===== config.mk =====
export PLATFORM = sky130hd
export DESIGN_NAME = qif_synapse
export DESIGN_NICKNAME = d
export VERILOG_FILES = /design/src/rtl/qif_synapse.sv
export SDC_FILE = /design/constraint.sdc
export NUM_CORES = 1
export LEC_CHECK = 0
export CAP_MARGIN = 20
export CORE_ASPECT_RATIO = 1.4
export CORE_MARGIN = 2
export CORE_UTILIZATION = 59
export CTS_BUF_LIST = sky130_fd_sc_hd__clkbuf_2
export CTS_CLUSTER_DIAMETER = 200
export DETAILED_ROUTE_END_ITERATION = 8
export GPL_TIMING_DRIVEN = 0
export PLACE_DENSITY = 0.8
export SYNTH_ARGS = -nofsm -noshare
export SYNTH_HDL_FRONTEND = slang
export SYNTH_SLANG_ARGS = --single-unit

===== constraint.sdc =====
create_clock -name clk -period 3.4 [get_ports clk]
set_input_delay 0.51 -clock clk [delete_from_list [all_inputs] [get_ports clk]]
set_output_delay 0.51 -clock clk [all_outputs]
set_load 0.01 [all_outputs]

===== src/rtl/qif_synapse.sv =====
// Synaptic current generator: buffers weighted spike events and accumulates them into a
// decaying signed current. Define QIF_SYN_SAT_EN for saturating accumulation (default wraps).
module qif_synapse #(
   parameter int unsigned WIDTH        = 8,
   parameter int unsigned FIFO_DEPTH   = 4,
   parameter int unsigned DECAY_PERIOD = 16,
   parameter int unsigned DECAY_SHIFT  = 3
) (
   input  logic                          clk,
   input  logic                          rst_n,
   input  logic                          syn_en,
   input  logic                          spk_valid,
   input  logic [WIDTH-1:0]              spk_weight,
   output logic                          spk_ready,
   output logic [WIDTH-1:0]              I_syn,
   output logic [$clog2(FIFO_DEPTH):0]   fifo_count,
   output logic                          overflow
);

   localparam int unsigned PtrW = $clog2(FIFO_DEPTH);
   localparam int unsigned CntW = $clog2(DECAY_PERIOD);
   localparam logic [PtrW:0]   FullCnt   = (PtrW + 1)'(FIFO_DEPTH);
   localparam logic [CntW-1:0] DecayLast = CntW'(DECAY_PERIOD - 1);

   logic [WIDTH-1:0] mem_q [FIFO_DEPTH];
   logic [PtrW-1:0]  wr_ptr_q, wr_ptr_d, rd_ptr_q, rd_ptr_d;
   logic [PtrW:0]    count_q, count_d;
   logic [CntW-1:0]  dcnt_q, dcnt_d;
   logic [WIDTH-1:0] acc_q, acc_d;
   logic             ovf_q, ovf_d;

   logic push, pop, decay_fire;
   logic signed [WIDTH-1:0] acc_s, head_s, decay_t;
   logic signed [WIDTH:0]   sum;

   assign spk_ready  = (count_q != FullCnt);
   assign push       = spk_valid & spk_ready;
   assign decay_fire = (dcnt_q == DecayLast);
   assign pop        = ~decay_fire & syn_en & (count_q != '0);

   assign acc_s  = $signed(acc_q);
   assign head_s = $signed(mem_q[rd_ptr_q]);
   assign sum    = {acc_s[WIDTH-1], acc_s} + {head_s[WIDTH-1], head_s};

   always_comb begin
      decay_t = acc_s >>> DECAY_SHIFT;
      // Small positive values would stall at t=0; force a unit step so they reach zero.
      if (decay_t == '0 && !acc_s[WIDTH-1] && acc_s != '0) begin
         decay_t = {{(WIDTH-1){1'b0}}, 1'b1};
      end
   end

   always_comb begin
      acc_d = acc_q;
      if (decay_fire) begin
         acc_d = acc_s - decay_t;
      end else if (pop) begin
`ifdef QIF_SYN_SAT_EN
         if (sum[WIDTH] != sum[WIDTH-1]) begin
            acc_d = sum[WIDTH] ? {1'b1, {(WIDTH-1){1'b0}}} : {1'b0, {(WIDTH-1){1'b1}}};
         end else begin
            acc_d = sum[WIDTH-1:0];
         end
`else
         acc_d = sum[WIDTH-1:0];
`endif
      end
   end

   always_comb begin
      wr_ptr_d = push ? wr_ptr_q + 1'b1 : wr_ptr_q;
      rd_ptr_d = pop  ? rd_ptr_q + 1'b1 : rd_ptr_q;
      count_d  = count_q;
      if (push && !pop) begin
         count_d = count_q + 1'b1;
      end else if (pop && !push) begin
         count_d = count_q - 1'b1;
      end
      dcnt_d = decay_fire ? '0 : dcnt_q + 1'b1;
      ovf_d  = ovf_q | (spk_valid & ~spk_ready);
   end

   always_ff @(posedge clk or posedge rst_n) begin
      if (rst_n) begin
         wr_ptr_q <= '0;
         rd_ptr_q <= '0;
         count_q  <= '0;
         dcnt_q   <= '0;
         acc_q    <= '0;
         ovf_q    <= 1'b0;
      end else begin
         wr_ptr_q <= wr_ptr_d;
         rd_ptr_q <= rd_ptr_d;
         count_q  <= count_d;
         dcnt_q   <= dcnt_d;
         acc_q    <= acc_d;
         ovf_q    <= ovf_d;
      end
   end

   // Storage needs no reset: entries are only read behind the registered pointers.
   always_ff @(posedge clk) begin
      if (push) begin
         mem_q[wr_ptr_q] <= spk_weight;
      end
   end

   assign I_syn      = acc_q;
   assign fifo_count = count_q;
   assign overflow   = ovf_q;

endmodule


[After elaboration in Yosys (flattened, before gate mapping)]
Memory sizes are Yosys's and may differ from the RTL's.
Index checks and enable logic that the tools add are counted.
Operators by class
  reduce and logical (&&, ||, !) cells: 12
  multiplexer cells: 8
  equality and inequality tests: 2
  magnitude comparators: 0
  div/mod/pow operators: 0
  bitwise gates (word level): 7
  shift operators: 0
  multipliers: 0
  add/subtract/negate cells: 7
Operator list (number)
  $mux W8: 3
  $add A8 B8 Y8: 1
  $logic_not A8 Y1: 1
  $reduce_bool A8 Y1: 1
  $sub A8 B8 Y8: 1
  $mux W3: 2
  $add A2 B1 Y2 const B: 2
  $add A4 B1 Y4 const B: 1
  $and A1 B1 Y1: 4
  $eq A4 B4 Y1 const B: 1
  $logic_and A1 B1 Y1: 4
  $mux W4: 1
  $reduce_bool A2 Y1: 2
  $add A3 B1 Y3 const B: 1
  $logic_not A1 Y1: 3
  $ne A3 B3 Y1 const B: 1
  $reduce_bool A3 Y1: 1
  $sub A3 B1 Y3 const B: 1
  $mux W1: 2
  $not A1 Y1: 2
  $or A1 B1 Y1: 1
Word-level totals
  memory bits (writable): 32
  memories kept: 1
  bits in read-only memories: 0
  latch bits: 0
  output and inout bits: 13
  bits of input ports: 12
  register bits after elaboration: 20
Memories
  mem_q: words 4, width 8, read ports 1, clocked after Yosys merged registers in 0, write ports 1, line 25  | logic [WIDTH-1:0] mem_q [FIFO_DEPTH];

[Depth between registers and ports, before layout]
Gate-level depths: netlist of the first run.
  depth in word-level cells: 7
  mapped depth: 14

[Least setup slack after synthesis of the first run]
Ideal clock, no wire load.
  path kind: register to register
  start: reg rd_ptr_q[0]
  end: reg acc_q[7] (netlist: I_syn[7])
  arrival: 2.981 ns
  setup time: 0.121 ns
  period minus slack after synthesis: 3.102 ns
  stages on the path, launching flop included: 13
  data required time: 3.279 ns
  path slack: 0.298 ns
  path through: dfrtp_1 buf_6 mux4_1 nor3_1 nand2_1 xor2_1 a21oi_1 ha_1 or2_2 a21oi_1 a31oi_1 nor4_1 and4bb_1
Between the ends
  word-level cells in the longest chain between the ends: 4
RTL lines
  start: declaration: line 26  | logic [PtrW-1:0] wr_ptr_q, wr_ptr_d, rd_ptr_q, rd_ptr_d;
  start signal: assignment: line 93  | rd_ptr_q <= rd_ptr_d;
  $mem_v2 Z4 W8
  $add A8 B8 Y8: line 43  | assign sum = {acc_s[WIDTH-1], acc_s} + {head_s[WIDTH-1], head_s};
  $mux W8: line 57  | end else if (pop) begin
  $mux W8: line 55  | if (decay_fire) begin
  end signal: assignment: line 89  | acc_q <= '0;
  end signal: assignment: line 96  | acc_q <= acc_d;
  end: declaration: line 29  | logic [WIDTH-1:0] acc_q, acc_d;
No other way between the ends. The select of a mux whose other input is x is not followed.
A chain may end at the register's enable or synchronous reset.

[Worst setup path after layout of the first run]
Ends and elaborated chain as after synthesis.

==> run metrics, run 1 <==
CTS tree=built; Critical Path Source Type=register; Seq cells post-synth=52; Worst Tran Pin Value=0.7658 ns; HP Class=primary input to asynchronous set/reset pin; share of cells above drive strength 1=10.68%; H-tree levels=2; DRC viols=0; crit path max fanout=10; Seq/Total Area, Yosys=55.67%; crit share post-route=95.24%; Placed Area=2940 um2; Leakage=1.195 nW; first-pass GRT wire length=7383 um; diode count=0; Initial Utilization=61.92%; Hold Slack=0.4507 ns; Die H=82.92 um; Synth Area per Inst=13.06 um2; critical path arrival=3.61 ns; largest net degree at the start of global routing=21; most common cell after layout, fill and taps aside=edfxtp_1; Final #Nets=261; power density cells=1015 nW/um2; fmax=0.3088 GHz; die area=5006 um2; peak supply drop=0.5070 mV; max-cap violation count=0; final setup vio count=0; latest clock arrival within the worst-skew pair=0.44 ns; initial antenna violation count=0; Crit Path Category=register to register; required time worst endpoint=3.78 ns; NetSw=1.236 mW; clock power share=10.7%; setup TNS=0 ns; Syn Inst Count=201; WL final=4394 um; count of flip-flops with a built-in enable after synthesis=32; Layout area overhead=15.20%; clock slew at reported path FFs=0.26 ns; WL per Instance=14.95 um; Reg-to-Reg Start=rd_ptr_q[0]; # clock sinks=52; crit path time final=3.238 ns; number of CTS-inserted buffers=5; power share of the sequential group=32.6%; GP Congestion=0.8938; # rows=28; Rel. slew slack=48.89%; Die W=60.38 um; Comb pwr share=56.7%; setup slack, reg-to-reg=0.16 ns; number of global-route vias before repair=1667; Core ar.=4239 um2; Final Skew=0.01303 ns; DR vias=1645; final instance area=3024 um2; Pins Over Slew Limit=0; Antenna Nets Post-Route=0; library cells used by synthesis=39; Starting DRT DRC Count=95; asr flop ratio synth=38.46%; via density per instance=5.595; clock root buffer master=clkbuf_2; CP Capture Type=register; Synth Flop Type=edfxtp_1; Max clock buf depth=2; Critical R2R Capture=I_syn[7]; final hold viol count=0; total gr overflow=0; fill cell count=295; GRT Resource Usage Total=19.62%; commonest non-fill, non-tap cells in the layout=edfxtp_1, clkdlybuf4s50_1, dfrtp_1; Synthesized Nets=229; Net Sw Frac=40.26%; detailed placement HPWL=3300 um; TritonRoute pass-1 iters=4; I/O Buffers=24; yosys warns=0; post-synth design cell area=2625 um2; final core utilization=71.34%; P_int=1.834 mW; Reg2Reg Depth=13; outcome=complete, no violations; # IOs=25
==> flip-flops by register name, indices dropped and copies added (netlist names) <==
signal and flops:
mem_q 32, I_syn 8, dcnt_q 4, fifo_count 3, rd_ptr_q 2, wr_ptr_q 2, overflow 1
==> timing repair <==
item                       4_1_cts  5_1_grt
gates resized for setup          2        2
setup buffers                    1        0
setup endpoints to repair        1        2
hold buffers                     0        0
pin swaps                        0        2
==> Yosys cell counts (3+ instances only) <==
cell | count | area (um2)
dfrtp_1 | 20 | 500.5
inv_1 | 14 | 52.55
a21oi_1 | 13 | 65.06
nand2_1 | 14 | 52.55
xnor2_1 | 5 | 43.79
edfxtp_1 | 32 | 960.9
mux4_1 | 5 | 131.4
and3_1 | 6 | 37.54
o31ai_1 | 4 | 30.03
o21ai_0 | 11 | 55.05
mux4_2 | 3 | 67.56
nor2_1 | 12 | 45.04
nand3_1 | 3 | 15.01
ha_1 | 14 | 175.2
xor2_1 | 10 | 87.58
==> critical path, cell delays in order, from the launching register on <==
cell	delay, ns
dfrtp_1	0.40
buf_6	0.16
mux4_2	0.59
nor3_2	0.25
nand2_1	0.10
xor2_1	0.15
a21oi_1	0.21
ha_1	0.30
or2_2	0.32
a21oi_2	0.17
a31o_2	0.13
o211ai_1	0.08
a21oi_1	0.14
and4bb_1	0.19
==> power by group through the flow <==
stage / Combinational (mW) / Clock [mW] / Sequential (mW)
5_1_grt: 1.95 / 0.363 / 1.02
2_1_floorplan: 1.25 / 0 / 1.01
4_1_cts: 1.74 / 0.334 / 1.00
3_3_place_gp: 1.67 / 0 / 1.01
6_report: 1.74 / 0.327 / 1.00
3_5_place_dp: 1.71 / 0 / 1.02
==> routing by layer <==
| metal | share of wire [%] | GRT usage (%) |
|---|---|---|
| met3 | 2.8 | 3.738 |
| met4 | 2.4 | 7.273 |
| met2 | 53 | 33.30 |
| met1 | 41 | 24.06 |
| met5 | 0 | 0 |
==> stage by stage <==
stage	std cells	power [mW]	setup slack, ns
final	294	3.071	0.1617
after global routing	294	3.333	-0.003815
after CTS	294	3.077	0.003707
after detailed placement	285	2.731	-0.07628
after global placement	285	2.676	0.01291
after floorplan	201	2.259	0.2977
==> cell type report <==
class                   count  area, um2  share of cell area (%)
flip-flops and latches     52       1461                   48.32
multi-input cells         130       1082                   35.79
repair buffers             25      247.7                   8.192
well taps                  60      75.07                   2.482
inverters                  14      52.55                   1.738
clock inverters             3      46.29                   1.531
plain buffers               5      33.78                   1.117
clock buffers               5      25.02                  0.8275
==> kinds of logic after synthesis <==
kind of cell / after synthesis / synth area share, %
xor gates and xnor gates: 15 / 5.005
AOI/OAI and AO/OA: 37 / 8.533
muxes: 9 / 8.008
adders and majority gates: 16 / 8.198
buffers and inverters: 19 / 3.289
DFF: 52 / 55.67
and+or+nand+nor: 53 / 11.30
==> how the worst max path moves through the flow <==
stage | start | to | slack, ns | cells past startpoint
6_report | rd_ptr_q[0] | I_syn[7] | 0.16 | 13
5_1_grt | rd_ptr_q[0] | I_syn[7] | -0.004 | 13
4_1_cts | rd_ptr_q[0] | I_syn[7] | 0.004 | 12
3_5_place_dp | rd_ptr_q[0] | I_syn[7] | -0.08 | 12
3_3_place_gp | rd_ptr_q[0] | I_syn[7] | 0.01 | 12
2_1_floorplan | rd_ptr_q[0] | I_syn[7] | 0.30 | 12
Power figures use the tool's default switching activity.
==> run 2, diff against run 1 <==
--- a/config.mk
+++ b/config.mk
@@ -8,12 +8,12 @@
 export CAP_MARGIN = 20
 export CORE_ASPECT_RATIO = 1.4
 export CORE_MARGIN = 2
-export CORE_UTILIZATION = 59
+export CORE_UTILIZATION = 30
 export CTS_BUF_LIST = sky130_fd_sc_hd__clkbuf_2
 export CTS_CLUSTER_DIAMETER = 200
 export DETAILED_ROUTE_END_ITERATION = 8
 export GPL_TIMING_DRIVEN = 0
-export PLACE_DENSITY = 0.8
+export PLACE_DENSITY = 0.45
 export SYNTH_ARGS = -nofsm -noshare
 export SYNTH_HDL_FRONTEND = slang
 export SYNTH_SLANG_ARGS = --single-unit
==> run 2 against run 1 <==
Sequential cell count stayed put. Register-to-register slack better by 0.05 ns. Via count is 1.6% lower. Final cell count is 17% higher. Clock skew is 0.012 ns higher. Worst setup slack better by 0.047 ns. Total power is 2.4% higher.
==> run metrics, run 2 (synthesized netlist as in run 1, its figures left out) <==
Die H=114.7 um; NetSw=1.312 mW; final hold viol count=0; clock slew at reported path FFs=0.28 ns; Worst path max stage delay=0.55 ns; WL final=5022 um; wl on met1=2113 um; GRT Resource Usage Total=11.44%; Crit Path Category=register to register; fmax=0.3134 GHz; first-pass GRT wire length=8535 um; power share of the sequential group=31.9%; required time worst endpoint=3.78 ns; met3 wire length=144 um; initial antenna violation count=0; detailed placement HPWL=3634 um; Critical Path Source Type=register; Place WS=-0.01395 ns; Comb pwr share=59.3%; PnR worst setup slack=0.2091 ns; DR top layer=met4; crit path max fanout=9; number of CTS-inserted buffers=5; metal2 WL=2658 um; Final #Nets=265; latest clock arrival within the worst-skew pair=0.45 ns; commonest non-fill, non-tap cells in the layout=edfxtp_1, clkdlybuf4s50_1, dfrtp_1; Antenna Nets Post-Route=0; Starting DRT DRC Count=62; max FFs per register=32; via density per instance=4.717; clock power share=8.8%; share of cells above drive strength 1=14.29%; final setup vio count=0; die area=9525 um2; clock root buffer master=clkbuf_2; critical path arrival=3.57 ns; CP Capture Type=register; crit path time final=3.191 ns; Core ar.=8558 um2; final core utilization=36.35%; Critical Path, Cell by Cell=buf_8 > mux4_2 > nor3_4 > nand2_1 > xor2_1 > a21oi_1 > ha_1 > or2_2 > a21oi_2 > a31oi_2 > nor4_1 > and4bb_1; Hold Slack=0.4658 ns; CTS tree=built; # IOs=25; Final Skew=0.02491 ns; Buf/Inv on CP=1; Rel. slew slack=46.91%; WL per Instance=14.64 um; outcome=complete, no violations; max-cap violation count=0; TritonRoute pass-1 iters=6; CP max-delay cell=mux4_2; DR vias=1618; total gr overflow=0; Worst Tran Pin Value=0.7955 ns; # rows=40; diode count=0; GP Congestion=0.7086; largest net degree at the start of global routing=21; number of global-route vias before repair=1713; HP Class=primary input to asynchronous set/reset pin; # clock sinks=52; Initial Utilization=30.67%; most common cell after layout, fill and taps aside=edfxtp_1; Die W=83.06 um; DRC viols=0; power density cells=1011 nW/um2; Worst path top cell family by delay=simple AND/OR/NAND/NOR gates; P_int=1.832 mW; Leakage=1.207 nW; peak supply drop=0.3937 mV; H-tree levels=2; Largest Register=mem_q; Layout area overhead=18.49%; Pins Over Slew Limit=0; I/O Buffers=24; crit share post-route=93.85%; Net Sw Frac=41.74%; Max clock buf depth=2
[run 2: cell types whose count changed in the layout (fill, tap and decap cells not counted), sizes merged]
cell	previous run	this run
clkinvlp	1	0
clkinv	0	1
buf	4	8
inv	15	16
bufinv	1	0
[run 2: area by class of cell]
class	instances	area [um2]
repair buffers	29	277.8
inverters	14	52.55
fillers	848	5448
plain buffers	5	37.54
clock inverters	3	26.28
well taps	105	131.4
multi-input cells	130	1099
flip-flops and latches	52	1461
clock buffers	5	25.02
[run 2: routing by layer]
layer	vias to the layer above	GRT usage (%)
li1	804	-
met4	0	4.372
met3	8	2.307
met5	-	0
met2	27	21.24
met1	779	12.85
[run 2: path summary, 6_finish.rpt]
kind	from	endpoint	slack, ns	depth (start not counted)
worst max-delay path	rd_ptr_q[0]	I_syn[7]	0.21	12
worst min-delay path	rst_n	dcnt_q[3]	0.47	2
worst max register to register	rd_ptr_q[0]	I_syn[7]	0.21	12
worst min register to register	dcnt_q[0]	dcnt_q[0]	0.51	1
max in group asynchronous	rst_n	rd_ptr_q[1]	2.44	2
min in group clk	dcnt_q[0]	dcnt_q[0]	0.51	1
[run 2: repair_timing]
item                                   CTS  global route
setup endpoints to repair                1             2
gates resized for setup                  2            11
endpoints found under the hold margin    0             0
buffers inserted                         0             5
hold buffers                             0             0
[run 2: stage by stage]
stage,power [mW],instances,TNS (ns),area [um2]
CTS,3.058,338,0,3049
floorplan,2.259,201,0,2625
global placement,2.740,330,-0.03957,2997
detailed placement,2.752,330,-0.01395,2997
global route,3.475,343,-0.01100,3110
finish,3.144,343,0,3110
[run 2: power groups by stage]
stage | combinational [mW] | sequential, mW | clock (mW)
floorplan | 1.25 | 1.01 | 0
global placement | 1.72 | 1.02 | 0
detailed placement | 1.73 | 1.02 | 0
CTS | 1.76 | 1.01 | 0.296
global route | 2.13 | 1.03 | 0.318
finish | 1.86 | 1.00 | 0.276
==> run 3, diff against run 2 <==
==> constraint.sdc (replaced) <==
create_clock -name clk -period 3.7 [get_ports clk]
set_input_delay 0.555 -clock clk [delete_from_list [all_inputs] [get_ports clk]]
set_output_delay 0.555 -clock clk [all_outputs]
set_load 0.01 [all_outputs]
==> run 3 against run 2 <==
Combinational power fell by 15%. Final area fell by 2.0%. Die area did not move. First-iteration DRC count fell by 13%. Register-to-register slack improved by 0.17 ns. Critical path depth did not move. Sequential power fell by 8%. Sequential cell count did not move. Via count fell by 0.87%. Sequential share of layout area rose by 0.94 points.
==> run metrics, run 3 (synthesized netlist as in run 1, its figures left out) <==
first-pass GRT wire length=8452 um; total gr overflow=0; Worst Tran Pin Value=0.7964 ns; Hold Slack=0.5094 ns; Rel. slew slack=46.85%; detailed placement HPWL=3634 um; Reg2Reg Depth=12; Inst Count DP=330; HP Class=register to register; setup TNS=0 ns; Reg-to-Reg Start=rd_ptr_q[0]; outcome=complete, no violations; crit path max fanout=10; Worst path top cell family by delay=simple AND/OR/NAND/NOR gates; WL final=4948 um; TritonRoute pass-1 iters=5; required time worst endpoint=4.07 ns; I/O Buffers=24; fmax=0.3009 GHz; peak supply drop=0.3382 mV; crit path time final=3.323 ns; DR vias=1604; die area=9525 um2; setup slack, reg-to-reg=0.38 ns; Starting DRT DRC Count=54; RSZ-0062 raised after global routing=false; GRT Resource Usage Total=11.35%; Critical R2R Capture=I_syn[7]; largest net degree at the start of global routing=21; via density per instance=4.746; fill cell count=848; number of setup buffers added after CTS=0; final cell count without fillers=338; final setup vio count=0; hold path endpoint=dcnt_q[0]; CP Capture Type=register; Max clock buf depth=2; number of CTS-inserted buffers=5; Stages on worst setup path=12; most common cell after layout, fill and taps aside=edfxtp_1; DRC viols=0; H-tree levels=2; Antenna Nets Post-Route=0; latest clock arrival within the worst-skew pair=0.45 ns; Place WS=0.2860 ns; max-cap violation count=0; diode count=0; clock root buffer master=clkbuf_2; Final Skew=0.02571 ns; # IOs=25; share of cells above drive strength 1=9.871%; Leakage=1.185 nW; # clock sinks=52; Final #Nets=260; Die H=114.7 um; Core ar.=8558 um2; # rows=40; Critical Path Source Type=register; HP Start=dcnt_q[0]; final hold viol count=0; Buf/Inv on CP=1; Die W=83.06 um; initial antenna violation count=0; Initial Utilization=30.67%; Critical Path, Cell by Cell=buf_6 > mux4_2 > nor3_2 > nand2_1 > xor2_1 > a21oi_1 > ha_1 > or2_2 > a21oi_1 > a31oi_1 > nor4_1 > and4bb_1; clock slew at reported path FFs=0.28 ns; hold depth=1; Largest Register=mem_q; number of global-route vias before repair=1707; CP max-delay cell=mux4_2; WL per Instance=14.64 um; total chip power=2.754 mW; GP Congestion=0.7086; Worst path max stage delay=0.61 ns; most used cell, CP=a21oi_1; critical path arrival=3.70 ns; power density cells=903.1 nW/um2; CTS tree=built; crit share post-route=89.82%; commonest non-fill, non-tap cells in the layout=edfxtp_1, clkdlybuf4s50_1, dfrtp_1; Pins Over Slew Limit=0; Crit Path Category=register to register; Layout area overhead=16.16%; max FFs per register=32; PnR worst setup slack=0.3765 ns
-- run 3: cell types whose count changed in the layout (fill, tap and decap cells not counted), moves of 2 or more --
cell / delta
buf_4: -5
o21ai_0: +3
o21ai_1: -3
mux4_1: +2
mux4_2: -2
-- run 3: how the worst max path moves through the flow --
stage	start	end	slack [ns]
after floorplan	rd_ptr_q[0]	I_syn[7]	0.60
after global placement	rd_ptr_q[0]	I_syn[7]	0.26
after detailed placement	rd_ptr_q[0]	I_syn[7]	0.29
after CTS	rd_ptr_q[0]	I_syn[7]	0.24
after global routing	rd_ptr_q[0]	I_syn[7]	0.07
final	rd_ptr_q[0]	I_syn[7]	0.38
-- run 3: worst reg2reg max path: stages, from the launching register on --
cell,delay (ns)
dfrtp_1,0.41
buf_6,0.17
mux4_2,0.62
nor3_2,0.26
nand2_1,0.09
xor2_1,0.15
a21oi_1,0.18
ha_1,0.28
or2_2,0.30
a21oi_1,0.19
a31oi_1,0.11
nor4_1,0.28
and4bb_1,0.24
-- run 3: through the flow --
step	util (%)	instance area, um2
final	35.63	3049
after global routing	35.63	3049
after CTS	35.61	3048
after detailed placement	35.01	2997
after global placement	35.01	2997
after floorplan	-	2625
-- run 3: per-layer routing --
layer  up-vias  track usage [%]  part of all wire (%)
li1        799                -                     -
met1       774            12.62                    42
met2        23            21.18                    53
met3         8            2.307                   2.4
met4         0            4.372                   2.2
met5         -                0                     0
-- run 3: final cells by class --
cell class	count	area, um2	area share, %
Tap cell	105	131.4	4.309
Buffer	5	33.78	1.108
Clock buffer	5	25.02	0.8207
Timing Repair Buffer	24	240.2	7.879
Multi-Input combinational cell	130	1079	35.37
Clock inverter	3	26.28	0.8617
Inverter	14	52.55	1.723
Sequential cell	52	1461	47.93
-- run 3: timing repair --
item,4_1_cts,5_1_grt
hold buffers,0,0
endpoints found under the setup margin,0,2
resized for setup,0,2
-- run 3: power breakdown --
part / leakage [nW] / internal (mW) / switching, mW
Sequential: 0.528 / 0.791 / 0.129
Clock: 0.0339 / 0.0541 / 0.199
Combinational: 0.623 / 0.763 / 0.819
